===== config.mk =====
export PLATFORM = sky130hd
export DESIGN_NAME = tick_counter_param
export DESIGN_NICKNAME = d
export VERILOG_FILES = /design/src/rtl/tick_counter_pkg.sv /design/src/rtl/tick_gen.sv /design/src/rtl/tick_counter_param.sv
export SDC_FILE = /design/constraint.sdc
export NUM_CORES = 1
export LEC_CHECK = 0
export BUFFER_PORTS_ARGS = -buffer_cell sky130_fd_sc_hd__buf_2
export CAP_MARGIN = 20
export CORE_AREA = 2 2 69 71
export DETAILED_ROUTE_END_ITERATION = 10
export DIE_AREA = 0 0 71 73
export GPL_TIMING_DRIVEN = 0
export PLACE_DENSITY = 0.8
export SYNTH_ARGS = -nofsm -noshare
export SYNTH_HDL_FRONTEND = slang
export SYNTH_SLANG_ARGS = --single-unit

===== constraint.sdc =====
create_clock -name clk_i -period 3.2 [get_ports clk_i]
set_input_delay 0.16 -clock clk_i [delete_from_list [all_inputs] [get_ports clk_i]]
set_output_delay 0.16 -clock clk_i [all_outputs]
set_load 0.05 [all_outputs]

===== src/rtl/tick_counter_pkg.sv =====
// Shared types and elaboration helpers for the parametrised tick counter.
package tick_counter_pkg;

  typedef enum logic {
    DIR_DOWN = 1'b0,
    DIR_UP   = 1'b1
  } dir_e;

  // A zero TICK_HZ yields DIV=0 so the range check in tick_gen fires instead of a divide error.
  function automatic int div_of(input int clk_hz, input int tick_hz);
    return (tick_hz <= 0) ? 0 : clk_hz / tick_hz;
  endfunction

  function automatic int phase_w(input int div);
    return (div <= 2) ? 1 : $clog2(div);
  endfunction

endpackage


===== src/rtl/tick_gen.sv =====
// Prescaler: free-running phase counter that raises a one-cycle tick enable every DIV cycles.
module tick_gen
  import tick_counter_pkg::*;
#(
  parameter int CLK_HZ  = 100_000_000,
  parameter int TICK_HZ = 1
) (
  input  logic clk_i,
  input  logic rst_ni,
  input  logic en_i,
  input  logic clr_i,
  output logic tick_o
);

  localparam int DIV = div_of(CLK_HZ, TICK_HZ);
  localparam int PW  = phase_w(DIV);
  localparam logic [PW-1:0] LAST = PW'(DIV - 1);

  if (DIV < 1) begin : g_bad_div
    $error("tick_gen: CLK_HZ/TICK_HZ must be at least 1");
  end

  logic [PW-1:0] phase_q;
  logic [PW-1:0] phase_d;

  always_comb begin
    phase_d = phase_q;
    if (clr_i) begin
      phase_d = '0;
    end else if (en_i) begin
      phase_d = (phase_q == LAST) ? '0 : phase_q + PW'(1);
    end
  end

  always_ff @(posedge clk_i or negedge rst_ni) begin
    if (!rst_ni) begin
      phase_q <= '0;
    end else begin
      phase_q <= phase_d;
    end
  end

  // With DIV==1 LAST is 0 and phase never moves, so tick simply follows en.
  assign tick_o = en_i & (phase_q == LAST);

endmodule


===== src/rtl/tick_counter_param.sv =====
// Modulo-MOD up/down counter advanced by the prescaler tick, with load and saturating wrap count.
module tick_counter_param
  import tick_counter_pkg::*;
#(
  parameter int CLK_HZ  = 100_000_000,
  parameter int TICK_HZ = 1,
  parameter int WIDTH   = 8,
  parameter int MOD     = 256,
  parameter int WRAP_W  = 2
) (
  input  logic              clk_i,
  input  logic              rst_ni,
  input  logic              en_i,
  input  logic              up_dn_i,
  input  logic              load_en_i,
  input  logic [WIDTH-1:0]  load_val_i,
  output logic [WIDTH-1:0]  count_o,
  output logic [WRAP_W-1:0] wrap_cnt_o,
  output logic              wrap_pulse_o,
  output logic              tc_o,
  output logic              tick_o
);

  if (MOD < 2 || MOD > (1 << WIDTH)) begin : g_bad_mod
    $error("tick_counter_param: MOD must satisfy 2 <= MOD <= 2**WIDTH");
  end

  localparam logic [WIDTH-1:0]  TOP      = WIDTH'(MOD - 1);
  localparam logic [WRAP_W-1:0] WRAP_MAX = '1;

  logic              tick;
  dir_e              dir;
  logic [WIDTH-1:0]  count_q, count_d;
  logic [WRAP_W-1:0] wrap_cnt_q, wrap_cnt_d;
  logic              wrap_pulse_q, wrap_pulse_d;
  logic [WIDTH-1:0]  load_clamped;

  assign dir = dir_e'(up_dn_i);

  // Loading restarts the prescaler so the first tick after a load is a full period away.
  tick_gen #(
    .CLK_HZ  (CLK_HZ),
    .TICK_HZ (TICK_HZ)
  ) u_tick_gen (
    .clk_i  (clk_i),
    .rst_ni (rst_ni),
    .en_i   (en_i),
    .clr_i  (load_en_i),
    .tick_o (tick)
  );

  assign load_clamped = (load_val_i > TOP) ? TOP : load_val_i;

  always_comb begin
    count_d      = count_q;
    wrap_cnt_d   = wrap_cnt_q;
    wrap_pulse_d = 1'b0;
    if (load_en_i) begin
      count_d    = load_clamped;
      wrap_cnt_d = '0;
    end else if (tick) begin
      if (dir == DIR_UP) begin
        if (count_q == TOP) begin
          count_d      = '0;
          wrap_pulse_d = 1'b1;
        end else begin
          count_d = count_q + WIDTH'(1);
        end
      end else begin
        if (count_q == '0) begin
          count_d      = TOP;
          wrap_pulse_d = 1'b1;
        end else begin
          count_d = count_q - WIDTH'(1);
        end
      end
      if (wrap_pulse_d && wrap_cnt_q != WRAP_MAX) begin
        wrap_cnt_d = wrap_cnt_q + WRAP_W'(1);
      end
    end
  end

  always_ff @(posedge clk_i or negedge rst_ni) begin
    if (!rst_ni) begin
      count_q      <= '0;
      wrap_cnt_q   <= '0;
      wrap_pulse_q <= 1'b0;
    end else begin
      count_q      <= count_d;
      wrap_cnt_q   <= wrap_cnt_d;
      wrap_pulse_q <= wrap_pulse_d;
    end
  end

  assign count_o      = count_q;
  assign wrap_cnt_o   = wrap_cnt_q;
  assign wrap_pulse_o = wrap_pulse_q;
  assign tick_o       = tick;
  assign tc_o         = (dir == DIR_UP) ? (count_q == TOP) : (count_q == '0);

endmodule


==> results of run 1 <==
## power by group through the flow
stage / logic, mW / clock network (mW) / registers (mW)
finish: 0.154 / 0.321 / 0.514
global placement: 0.151 / 0 / 0.522
floorplan: 0.0771 / 0 / 0.550
global route: 0.171 / 0.347 / 0.517
CTS: 0.155 / 0.332 / 0.514
detailed placement: 0.155 / 0 / 0.523
## per-layer routing
layer / track usage / part of all wire
met5: 0 / 0
met4: 0.0629 / 0.017
met3: 0.0428 / 0.053
met2: 0.367 / 0.48
met1: 0.287 / 0.45
## state kept, by name (all words and copies together), names as in the netlist
name                count
u_tick_gen.phase_q     27
wrap_pulse_o            1
count_o                 8
wrap_cnt_o              2
## metrics by stage
stage	std cells	total power [mW]	worst slack (ns)
after floorplan	265	0.627	0.642
after CTS	351	1.00	0.509
after global placement	344	0.673	0.765
after detailed placement	345	0.678	0.718
after global routing	351	1.04	0.401
final	351	0.990	0.522
## Yosys cell counts, types with 2 or more instances
library cell,number,area share
a2111oi_0,2,0.0074
xor2_1,15,0.055
nor4_1,5,0.013
a21boi_0,2,0.0063
and4_1,5,0.018
nor2_1,34,0.054
nand3_1,17,0.036
nor3_1,6,0.013
and2_1,2,0.0053
o31ai_1,4,0.013
and3_1,7,0.018
a21oi_1,7,0.015
or3_1,2,0.0053
or3_4,2,0.0095
dfrtp_1,38,0.40
nand4_1,13,0.034
nor2b_1,2,0.0053
o21ai_0,11,0.023
inv_1,7,0.011
clkbuf_1,11,0.017
nand2_1,18,0.028
mux2i_1,5,0.021
o22ai_1,2,0.0053
a21o_1,3,0.0095
nand2b_1,3,0.0079
a31oi_1,3,0.0079
ha_1,5,0.026
xnor2_1,10,0.037
## layout make-up
| cell class | instances | area share |
|---|---|---|
| Inverter | 7 | 0.00990 |
| Clock buffer | 6 | 0.0311 |
| Buffer | 12 | 0.0174 |
| Tap cell | 54 | 0.0255 |
| Sequential cell | 38 | 0.358 |
| Timing Repair Buffer | 26 | 0.0490 |
| Multi-Input combinational cell | 208 | 0.509 |
## cell families after synthesis
kind of cell | after synthesis
adders and majority gates | 5
DFF | 38
buffers and inverters | 19
AOI/OAI and AO/OA | 48
xor gates and xnor gates | 25
and+or+nand+nor | 125
muxes | 5
## worst max path at each step
stage | end | start | slack (ns)
6_report | tick_o | u_tick_gen.phase_q[11] | 0.52
4_1_cts | tick_o | u_tick_gen.phase_q[11] | 0.51
2_1_floorplan | wrap_cnt_o[1] | count_o[0] | 0.64
5_1_grt | tick_o | u_tick_gen.phase_q[11] | 0.40
3_3_place_gp | wrap_cnt_o[1] | count_o[0] | 0.77
3_5_place_dp | wrap_cnt_o[1] | count_o[0] | 0.72
## layout by cell type, fill, tap and decap left out, types with 4 or more instances in the layout
cell type,netlist,layout
dfrtp_1,38,38
nor2_1,34,34
buf_2,1,27
nand2_1,18,18
nand3_1,17,17
xor2_1,15,15
nand4_1,13,13
clkbuf_1,11,11
o21ai_0,11,11
xnor2_1,10,10
inv_1,7,7
and3_1,7,7
a21oi_1,7,7
nor3_1,6,6
clkbuf_8,0,6
and4_1,5,5
mux2i_1,5,5
nor4_1,5,5
ha_1,5,5
o31ai_1,4,4
==> flow_results.org, run 1 <==
** Timing
- Sum Neg Setup Slack :: 0 ns
- For this run, the top clock speed supported by timing is roughly 370 MHz.
- The number of pins with negative max-slew slack in the final report is 0.
- Setup repair after global routing left no endpoint under its margin.
- The count of endpoints failing hold in the final timing report was 22.
- Of the available clock period, the critical path in the final layout requires 0.837.
- Setup violations remaining at the end of the flow were counted as 0.
- Relative slew slack :: 0.429
- On the final layout, the worst hold slack is -0.0248 ns.
- For the pin with the worst max-slew slack, the measured transition is about 0.86 ns.
- Subtracting the final worst setup slack from the clock period gives 2.68 ns.
- Clock skew on the completed layout was measured at 0.00518 ns.

** Synth
- Sequential-to-total area share from yosys stat :: 0.401
- Multiplexer fraction of the synthesized cell area :: 0.0211
- Post-synthesis cell type count :: 52
- Of the total synthesized cell area, the portion taken by AND, OR, NAND and NOR gates is 0.281.
- For this run, asynchronously set or reset flops after synthesis account for 1.00.
- Cell Area, Synth :: 2370 um^2
- Among all flip-flop cells after synthesis, the most frequent one is dfrtp_1.
- Number of flops mapped to enable cells by yosys :: 0
- By area, the combinational part of the netlist is dominated by simple AND/OR/NAND/NOR gates.
- Compound-gate portion of the synthesized area :: 0.148
- Synthesis produced ~270 cells.
- Of the total synthesized cell area, the portion taken by full adders, half adders and majority gates is 0.0264.
- Of the total synthesized cell area, the portion taken by XOR and XNOR cells is 0.0923.
- Number of nets in the synthesized netlist :: 283
- Synthesized flop and latch total :: 38
- Average footprint of a synthesized cell :: 8.96 um^2
- During synthesis, Yosys emitted a total of 0 warnings.

** Critical path
- STA classifies the critical path startpoint as a flop.
- The number of buffers and inverters on the critical path is 3.
- Classification of the worst setup path :: reg2out
- The largest individual stage delay along the critical path comes from the cell nor4b_1.
- The setup check on the worst reg-to-reg path leaves a slack of 0.70 ns.
- Cell chain of the critical path :: nor4b_1 > nand4_1 > or2_1 > clkbuf_1 > inv_1 > buf_2
- At the worst endpoint, the required time is 3.04 ns.
- Worst reg2reg startpoint :: count_o[0]
- Largest incremental delay on the critical path :: 0.51 ns
- Type of destination of the critical path :: output port
- Terminus of the critical flop-to-flop path :: wrap_cnt_o[1]
- On the critical path the largest part of the delay comes from simple AND/OR/NAND/NOR gates.
- The critical path runs through a total of 6 cells.
- In this run the worst path has a maximum fanout of 7.
- Data on the critical path arrives at its endpoint at ~2.5 ns.
- R2R depth :: 7

** Global routing
- The number of antenna violations at the first check in global routing was 0.
- The via count of the first global-routing pass was 1965.
- Total congestion overflow :: 0
- Pin count of the biggest net entering global routing :: 39
- Across every metal layer, demand over resource in global routing totals 0.218.
- Global-route wire length before repair :: around 9 mm

** Clock tree
- The H-tree generated during clock tree synthesis spans 2 levels.
- In this run, post-CTS hold repair placed 0 buffers.
- Maximum number of buffers from clock root to sink :: 2
- The number of clock buffers added by TritonCTS is 5.
- Later-pin clock latency in the skew report :: 0.28 ns
- TritonCTS built the clock tree.
- Clock-pin slew reported for the worst setup and hold paths after clock tree synthesis :: 0.07 ns
- The clock drives 38 sinks.
- After clock tree synthesis, the repair step resized 0 gates.
- The number of setup buffers added after CTS is 0.
- CTS placed an instance of clkbuf_8 at the clock tree root.

** Place
- The congestion estimate from routability-driven global placement came to 0.887.
- Number of input and output port buffers inserted :: 25
- Summing all placed instances gives a cell area of 2570 um^2.
- Detailed placement ended at an HPWL of 3.85 mm.

** Detailed routing
- After the first detailed-routing iteration, the DRC count stood at 139.
- For this run, the detailed router's first-pass iteration total came to 4.
- Routed via count :: 2113
- In the routed layout, each cell is associated on average with a via count of 6.02.
- Routed wire length :: 5.27 mm
- Remaining antenna violation count :: 0
- After detailed routing, the average wire length per cell comes to 15.0 um.
- After detailed routing, the number of remaining DRC violations is 0.

** Pwr
- In this run the static leakage power is ~1.2 nW.
- Switching Power :: 0.278 mW
- P_int :: 0.712 mW
- Worst-case vdd ir drop :: 0.258 mV
- Reg power frac :: 0.520
- Share of total power in combinational logic :: 0.156
- Net Sw Frac :: 0.281
- The share of total power dissipated in the clock network is 0.324.
- Power spread over the standard cell area amounts to 373 nW/um^2.

** Layout
- The repair_antennas step left the layout with diodes totalling 0.
- Post-Route Utilization :: 0.585
- The finished cells cover roughly 2700 um^2.
- Of the cells placed in the final design, the portion with a size suffix greater than 1 is 0.141.
- Compared with the post-synthesis result, the final layout area differs by 11.8%.
- The sequential cells in the finished layout cover a total of 951 um^2.
- After filler insertion, the fill cell instance count of the layout stands at 403.
- Summing all multi-input logic gate instances after layout gives roughly 1400 um^2.
- The final layout contains 316 nets.

** Floorplanning
- The initial utilization of the core area, before any placement, comes to 0.523.
- The floorplan has 25 rows.
- Measured along the y axis, the die boundary spans 73 um.
- During I/O placement, the number of pins put on the boundary was 26.
- Width of the die :: 71 um
- The die covers 5180 um^2.
- The floorplan step defined a core boundary enclosing 4540 um^2.

** Run
- Number of maximum-capacitance violations :: 0

** Outcome
- The checks that failed: negative hold slack.
- Result of the run :: finished with violations

** Worst hold path
- Class of the tightest hold or removal check :: in2async
Power figures use the tool's default switching activity.
==> inputs of run 2 (changes only) <==
Settings changed: ABC_AREA from default to 1, CORE_AREA 2 2 69 71 to 2 2 76 78, DIE_AREA 0 0 71 73 to 0 0 78 80, PLACE_DENSITY 0.8 to 0.81.
Clock period 3.2 ns to 2.2 ns, I/O delays scaled along.
==> run 2 against run 1 <==
  * The flow now finishes without violations
  * Design area increased by 19%
  * Worst setup slack got worse by 0.38 ns
  * First-iteration DRC count increased by 8.6%
  * Global-route usage increased by 2.9 points
  * Clock power increased by 60%
  * Die area increased by 20%
  * Synthesized cell count increased by 66%
  * Worst hold slack improved by 0.14 ns
  * Count of clock-buffer cells in the layout unchanged
  * Critical endpoint is now tc_o
  * Highest routed layer unchanged
==> flow_results.org, run 2 <==
** Outcome
- Result of the run :: completed (was finished with violations)

** Detailed routing
- The average via count per standard cell is 5.44 (was 6.02).
- Per-cell routed wire length :: 13.2 um (was 15.0 um)
- The total length of routed wires is 7.15 mm (was 5.27 mm).
- Remaining antenna violation count :: 0 (unchanged)
- Final routed DRC violation total :: 0 (unchanged)
- The detailed router's first-iteration violation count came to 151 (was 139).
- The number of iterations in the first detailed-routing pass came to 5 (was 4).
- The vias after detailed routing was 2949 (was 2113).

** Floorplanning
- The die height is 80 um (was 73 um).
- Count of boundary I/O pins :: 26 (unchanged)
- Area of the core :: 5410 um^2 (was 4540 um^2)
- Row count :: 27 (was 25)
- Total Die Area :: 6240 um^2 (was 5180 um^2)
- The horizontal die dimension came to 78 um (was 71 um).
- Starting Density :: 0.527 (was 0.523)

** Pwr
- Share of total power in combinational logic :: 0.257 (was 0.156)
- The share of total power consumed by net switching is 0.360 (was 0.281).
- The total leakage power is 1.45 nW (was 1.17 nW).
- The design internal power came to 1.11 mW (was 0.712 mW).
- Power share of the clock group :: 0.296 (was 0.324)
- The sequential cell fraction of total power came to 0.447 (was 0.520).
- Switching Power :: 0.622 mW (was 0.278 mW)
- Worst-case vdd ir drop :: 0.399 mV (was 0.258 mV)
- Power per cell area :: 547 nW/um^2 (was 373 nW/um^2)

** Synth
- The cell type contributing the most total cell area after synthesis is dfrtp_1 (unchanged).
- The most common cell in the netlist is nand2_1 (was dfrtp_1).
- The netlist area before placement is 2850 um^2 (was 2370 um^2).
- Post-synthesis cell type count :: 34 (was 52)
- The post-synthesis share of cell area spent on xor and xnor gates is 0.0246 (was 0.0923).
- Number of nets in the synthesized netlist :: 457 (was 283)
- The synthesized area divided by synthesized cell count came to 6.49 um^2 (was 8.96 um^2).
- Combinational family with the most area after synthesis :: simple AND/OR/NAND/NOR gates (unchanged)
- Async S/R FF share, synth :: 1.00 (unchanged)
- Synth warnings :: 0 (unchanged)
- Synth top area share :: 0.334 (was 0.401)
- The most used flip-flop cell after synthesis was dfrtp_1 (unchanged).
- Sequential-to-total area share from yosys stat :: 0.334 (was 0.401)
- The basic-gate share of the synthesized area counting and, or, nand and nor cells came to 0.477 (was 0.281).
- Synthesized flop and latch total :: 38 (unchanged)
- The gate count of the mapped netlist came to 439 (was 265).
- Area contributors post-synth :: dfrtp_1 33%, nand2_1 16%, nand3_1 9.7% (was dfrtp_1 40%, xor2_1 5.5%, nor2_1 5.4%)
- Synth Area in Adders :: 0.0220 (was 0.0264)
- The complex-gate fraction of the synthesized area is 0.0606 (was 0.148).
- The number of enable flip-flop cells after synthesis came to 0 (unchanged).
- Most instantiated cells after synthesis :: 125 x nand2_1, 69 x nor2_1, 55 x nand3_1 (was 38 x dfrtp_1, 34 x nor2_1, 18 x nand2_1)
- Multiplexer fraction of the synthesized cell area :: 0 (was 0.0211)

** Layout
- The growth of design area from synthesis to finish came to 11.0% (was 11.8%).
- Filler cells :: 525 (was 403)
- Multi-input gate area :: 1670 um^2 (was 1350 um^2)
- Most flop-heavy register :: u_tick_gen.phase_q (unchanged)
- Most frequent standard cell in the layout excluding fill and tap cells :: nand2_1 (was dfrtp_1)
- Fraction of final layout cells sized beyond drive strength 1 :: 0.138 (was 0.141)
- The register cell area after layout was 951 um^2 (unchanged).
- Most frequent cells in the layout: 124 x nand2_1, 69 x nor2_1, 55 x nand3_1, 42 x inv_1, 38 x dfrtp_1 (was 38 x dfrtp_1, 34 x nor2_1, 27 x buf_2, 18 x nand2_1, 17 x nand3_1).
- Post-route design area :: 3160 um^2 (was 2650 um^2)
- Largest register FFs :: 27 (unchanged)
- The final layout net count is 487 (was 316).
- Number of antenna repair diodes :: 0 (unchanged)

** Clock tree
- The number of clock sinks was 38 (unchanged).
- Cts bufs inserted :: 5 (unchanged)
- Clock tree from TritonCTS :: built (unchanged)
- Maximum number of buffers from clock root to sink :: 2 (unchanged)
- Root buffer cell :: clkbuf_8 (unchanged)
- The clock-pin slew reported for the worst setup and hold paths after clock tree synthesis was 0.07 ns (about the same).
- The clock latency reported for the late side of the worst-skew pair was 0.30 ns (was 0.28 ns).
- Post-CTS Setup Repair Bufs :: 0 (unchanged)
- # H-tree levels :: 2 (unchanged)

** Global routing
- Global-route wire length before repair :: 12.2 mm (was 9.05 mm)
- Initial antenna violation count :: 0 (unchanged)
- The final global-route overflow total was 0 (unchanged).
- Pin count of the biggest net entering global routing :: 39 (unchanged)
- The via count of the first global-routing pass came to 2801 (was 1965).
- The global routing usage summed across all routing layers is 0.246 (was 0.218).

** Timing
- Number of setup violations in the final report :: 0 (unchanged)
- Worst clock skew :: 0.0130 ns (was 0.00518 ns)
- The number of pins with negative max-slew slack in the final report is 0 (unchanged).
- Relative slew slack :: 0.430 (was 0.429)
- Setup repair after global routing missed its margin: false (unchanged).
- Sum Neg Setup Slack :: 0 ns (unchanged)
- Maximum clock rate :: 486 MHz
- Hold Vio Cnt, Final :: 0 (was 22)
- Transition at the pin with the smallest max-transition slack :: 0.855 ns (was 0.857 ns)
- Portion of the clock cycle consumed by the worst path in the final layout :: 0.935
- Post-layout minimum cycle time :: 2.06 ns

** Worst hold path
- The path type of the worst min-delay path is in2reg (was in2async).

** Critical path
- Element type at the critical path start :: flop (unchanged)
- The worst-path cell with the longest stage delay is dfrtp_1 (was nor4b_1).
- The required time of the critical path came to 2.09 ns (was 3.04 ns).
- The kind of end point of the critical path is an output port (unchanged).
- The slack of the worst reg-to-reg path came to 0.38 ns (was 0.70 ns).
- The kind of cell adding the most delay to the critical path is simple AND/OR/NAND/NOR gates (unchanged).
- Arrival time of the worst setup path :: 1.95 ns (was 2.52 ns)
- The category of the critical setup timing path is reg2out (unchanged).
- Peak fanout along the critical path :: 6 (was 7)
- Buffers & Inverters on Critical Path :: 2 (was 3)
- Cell chain of the critical path: inv_1 > ha_1 > nor3b_1 > nand3_1 > nand2_2 > buf_2 (was nor4b_1 > nand4_1 > or2_1 > clkbuf_1 > inv_1 > buf_2).
- Largest incremental delay on the critical path :: 0.44 ns (was 0.51 ns)

** Place
- Placer's final routability congestion estimate :: 0.917 (was 0.887)
- Number of input and output port buffers inserted :: 22 (was 25)
- The total cell area at the placement stage was 3060 um^2 (was 2570 um^2).
- The half-perimeter wire length after detailed placement was 5.30 mm (was 3.85 mm).

** Run
- Number of maximum-capacitance violations :: 0 (unchanged)
run 2: changes by cell type after synthesis, moves of 7 or more:
cell      before  now
clkbuf_1      11    2
inv_1          7   42
nand2_1       18  125
nand3_1       17   55
nor2_1        34   69
o21ai_0       11   18
xnor2_1       10    0
xor2_1        15    8
run 2: logic make-up after synthesis:
kind of cell / Yosys count
AOI/OAI and AO/OA: 32
DFF: 38
adders and majority gates: 5
and+or+nand+nor: 299
xor gates and xnor gates: 8
buffers and inverters: 57
run 2: worst register-to-register path: stages (launching register included):
cell and delay (ns):
dfrtp_1 0.44, inv_1 0.15, ha_1 0.18, nor3b_1 0.32, nand3_1 0.17, nand2_2 0.12
nand2_1 0.06, nand2_1 0.09, nand2_1 0.08, nand2_1 0.06, nand2_1 0.04
run 2: power groups by stage:
stage | combinational [mW] | clock [mW] | sequential (mW)
finish | 0.445 | 0.513 | 0.773
global route | 0.494 | 0.551 | 0.779
CTS | 0.445 | 0.527 | 0.773
detailed placement | 0.441 | 0 | 0.786
global placement | 0.430 | 0 | 0.785
floorplan | 0.225 | 0 | 0.885
run 2: layout make-up:
type	count	area share
multi-input combinational	344	0.529
sequential	38	0.301
inverter	45	0.0534
timing repair buffer	23	0.0380
tap	72	0.0285
clock buffer	6	0.0261
buffer	12	0.0206
clock inverter	2	0.00396
run 2: worst paths after layout:
path,start,endpoint,depth (start not counted)
worst max-delay path,count_o[0],tc_o,6
worst min register to register,wrap_cnt_o[1],wrap_cnt_o[1],2
worst min-delay path,load_val_i[0],count_o[0],5
worst max register to register,count_o[0],wrap_cnt_o[0],10
min in group asynchronous,rst_ni,u_tick_gen.phase_q[9],2
max in group asynchronous,rst_ni,u_tick_gen.phase_q[14],2
run 2: stage by stage:
step                power [mW]  setup slack, ns  instances   util  hold slack, ns
finish                    1.73            0.142        542  0.585           0.116
global route              1.82           0.0123        542  0.585           0.135
CTS                       1.74            0.130        542  0.585           0.109
global placement          1.22            0.438        533  0.566           0.269
floorplan                 1.11            0.110        439      -          -0.186
detailed placement        1.23            0.382        533  0.566           0.272
run 2: per-layer routing:
| layer | vias up | GRT usage | part of all wire |
|---|---|---|---|
| met5 | - | 0 | 0 |
| met4 | 0 | 0.0912 | 0.021 |
| met3 | 13 | 0.0520 | 0.059 |
| met2 | 100 | 0.428 | 0.49 |
| met1 | 1367 | 0.301 | 0.43 |
| li1 | 1469 | - | - |
run 2: repair_timing:
| action | CTS | global route |
|---|---|---|
| gates resized for setup | 0 | 0 |
| hold buffers | 1 | 0 |
| hold endpoints to repair | 38 | 0 |
==> inputs of run 3 (changes only) <==
Settings changed: ABC_AREA 1 to default, CELL_PAD_IN_SITES_DETAIL_PLACEMENT from default to 0, CELL_PAD_IN_SITES_GLOBAL_PLACEMENT from default to 1, CORE_AREA 2 2 76 78 to 2 2 81 83, DIE_AREA 0 0 78 80 to 0 0 83 85, PLACE_DENSITY 0.81 to 0.79, REMOVE_ABC_BUFFERS from default to 1.
==> run 3 against run 2 <==
  * Design area fell by 11%
  * Maximum frequency fell by 7.2%
  * Critical path type is now reg2reg
  * Worst setup slack got worse by 0.16 ns
  * Flip-flop and latch count did not move
  * Global-route usage fell by 8.1 points
  * Sequential power fell by 2%
  * Routed wire length fell by 20%
  * The flow now finishes with violations (negative setup slack)
  * Critical path depth fell by 1
  * Worst hold slack got worse by 0.087 ns
  * Count of clock-buffer cells in the layout rose by 1
  * Via count fell by 30%
==> flow_results.org, run 3 (synthesized netlist as in run 1, its figures left out) <==
** Critical path
- The kind of cell adding the most delay to the critical path was simple AND/OR/NAND/NOR gates (unchanged).
- Cell chain of the critical path: or4b_4 > or3_4 > a2111oi_4 > mux2i_1 > nor2_1 (was inv_1 > ha_1 > nor3b_1 > nand3_1 > nand2_2 > buf_2).
- The launching element type of the critical path is a flop (unchanged).
- Worst reg2reg startpoint :: count_o[2] (was count_o[0])
- Type of destination of the critical path :: flop (was output port)
- Buffers & Inverters on Critical Path :: 0 (was 2)
- Arrival time of the worst setup path :: 2.39 ns (was 1.95 ns)
- The critical path launch point is count_o[2] (was count_o[0]).
- The category of the critical setup timing path is reg2reg (was reg2out).
- The critical path's largest stage delay came to 0.56 ns (was 0.44 ns).
- Cell at the slowest stage of the critical path :: or4b_4 (was dfrtp_1)
- The required time of the critical path came to 2.37 ns (was 2.09 ns).
- The highest net fanout along the worst path is 13 (was 6).

** Outcome
- The final reports fail on negative setup slack.
- Result of the run :: finished with violations (was completed)

** Pwr
- The total leakage power came to 1.20 nW (was 1.45 nW).
- The worst supply voltage drop on vdd was 0.349 mV (was 0.399 mV).
- Power after layout :: 1.58 mW (was 1.73 mW)
- Power per cell area :: 560 nW/um^2 (was 547 nW/um^2)

** Clock tree
- Maximum number of buffers from clock root to sink :: 2 (unchanged)
- The clock-pin slew reported for the worst setup and hold paths after clock tree synthesis is 0.08 ns (was 0.07 ns).
- The clock tree from TritonCTS is built (unchanged).
- Cts bufs inserted :: 5 (unchanged)
- The number of H-tree branching levels is 2 (unchanged).
- The cell at the root of the clock tree is clkbuf_8 (unchanged).
- The number of clock sinks came to 38 (unchanged).
- Later-pin clock latency in the skew report :: 0.29 ns (was 0.30 ns)

** Timing
- Setup repair after global routing missed its margin :: true (was false)
- Maximum clock rate :: 451 MHz (was 486 MHz)
- The relative max-transition margin came to 0.418 (was 0.430).
- Slew Viols, Final :: 0 (unchanged)
- The final setup violation count was 1 (was 0).
- The setup slack of the critical path after layout is -0.0184 ns (was 0.142 ns).
- The final sum of negative setup slack was -0.0184 ns (was 0 ns).
- Worst clock skew :: 0.0113 ns (was 0.0130 ns)
- The count of endpoints failing hold in the final timing report came to 0 (unchanged).
- Post-layout minimum cycle time :: 2.22 ns (was 2.06 ns)
- The slew at the pin closest to its max-slew limit came to 0.873 ns (was 0.855 ns).
- Portion of the clock cycle consumed by the worst path in the final layout :: 1.01 (was 0.935)
- The post-route worst hold slack came to 0.0287 ns (was 0.116 ns).

** Floorplanning
- The floorplan die area was 7060 um^2 (was 6240 um^2).
- The number of top-level design ports was 26 (unchanged).
- The die height was 85 um (was 80 um).
- Row count :: 29 (was 27)
- The horizontal die dimension came to 83 um (was 78 um).
- The area of the core is 6200 um^2 (was 5410 um^2).
- Starting Density :: 0.383 (was 0.527)

** Detailed routing
- The routed length per instance came to 15.3 um (was 13.2 um).
- The detailed router's first-iteration violation count came to 102 (was 151).
- Detail-routed via count per cell :: 5.48 (was 5.44)
- Routed via count :: 2050 (was 2949)
- Routed wire length :: 5.73 mm (was 7.15 mm)
- The count of nets left with antenna violations after detail routing is 0 (unchanged).
- Drt first pass iters :: 4 (was 5)
- Final routed DRC violation total :: 0 (unchanged)

** Layout
- The register with the most flip-flops is u_tick_gen.phase_q (unchanged).
- The most frequent standard cell in the layout excluding fill and tap cells is dfrtp_1 (was nand2_1).
- The final cell count without fillers is 374 (was 542).
- Fraction of final layout cells sized beyond drive strength 1 :: 0.209 (was 0.138)
- The count of antenna diodes in the layout is 0 (unchanged).
- Final-stage net count :: 314 (was 487)
- Largest register FFs :: 27 (unchanged)
- Most frequent cells in the layout :: 35 x dfrtp_1, 33 x nor2_1, 24 x buf_2, 18 x nand2_1, 17 x nand3_1 (was 124 x nand2_1, 69 x nor2_1, 55 x nand3_1, 42 x inv_1, 38 x dfrtp_1)
- The growth of design area from synthesis to finish is 18.7% (was 11.0%).

** Run
- Number of maximum-capacitance violations :: 0 (unchanged)

** Place
- The number of I/O port buffers is 25 (was 22).
- The routability congestion estimate from global placement is 0.798 (was 0.917).
- Pre-CTS WS :: -0.324 ns (was 0.382 ns)
- The half-perimeter wire length after detailed placement is 3.84 mm (was 5.30 mm).
- The cell count after placement is 357 (was 533).

** Global routing
- Global-route wire length before repair :: 9.60 mm (was 12.2 mm)
- Number of global-route vias before repair :: 1985 (was 2801)
- Initial antenna violation count :: 0 (unchanged)
- The maximum number of pins on one net before global-route repair is 39 (unchanged).
- Total congestion overflow :: 0 (unchanged)
- Total global-route track usage :: 0.165 (was 0.246)

** Worst hold path
- The path type of the worst min-delay path is in2reg (unchanged).
- The launch point of the worst hold path is load_val_i[4] (was load_val_i[0]).
==> run 3: cell types whose count changed in the layout (fill, tap and decap cells not counted), moves of 8 or more <==
cell	delta
nand2_1	-106
xnor2_1	+10
buf_4	+8
nor2_1	-36
nand3_1	-38
inv_1	-38
==> run 3: worst reg2reg max path: stages, from the launching register on <==
cell and delay [ns]:
dfrtp_2 0.50, or4b_4 0.56, or3_4 0.38, a2111oi_4 0.37, mux2i_1 0.23, nor2_1 0.05
==> run 3: cell type report <==
| cell class | instances | area, um^2 |
|---|---|---|
| inverter | 7 | 30.0 |
| tap | 77 | 96.3 |
| sequential | 38 | 955 |
| multi-input combinational | 208 | 1400 |
| clock inverter | 1 | 30.0 |
| fill | 646 | 3390 |
| clock buffer | 7 | 76.3 |
| timing repair buffer | 36 | 229 |
==> run 3: worst paths after layout <==
path | end | slack (ns) | cells after the start
setup / recovery | wrap_cnt_o[1] | -0.02 | 5
hold / removal | count_o[4] | 0.03 | 3
setup reg to reg | wrap_cnt_o[1] | -0.02 | 5
hold reg to reg | u_tick_gen.phase_q[16] | 0.55 | 1
max in group asynchronous | count_o[2] | 1.12 | 2
min in group asynchronous | u_tick_gen.phase_q[12] | 0.48 | 2
==> run 3: repair_timing <==
action / CTS / global route
endpoints found under the setup margin: 4 / 7
endpoints found under the hold margin: 38 / 0
gates resized for setup: 11 / 7
setup buffers: 7 / 1
pin swaps: 4 / 1
hold buffers: 1 / 0
==> run 3: through the flow <==
step	instance area (um^2)	util
finish	2820	0.454
global route	2820	0.454
CTS	2770	0.447
detailed placement	2570	0.415
global placement	2550	0.411
floorplan	2330	-
==> run 3: power breakdown <==
group	total [mW]	internal (mW)	leakage (nW)	switching (mW)
Clock	0.587	0.340	0.0524	0.247
Combinational	0.236	0.0892	0.638	0.147
Sequential	0.755	0.719	0.510	0.0360
==> run 3: routing by layer <==
metal | up-vias | global-route usage | routed length [um]
met3 | 4 | 0.0399 | 205
met1 | 994 | 0.220 | 2730
met2 | 30 | 0.281 | 2750
li1 | 1022 | - | -
met5 | - | 0 | 0
met4 | 0 | 0.0268 | 40
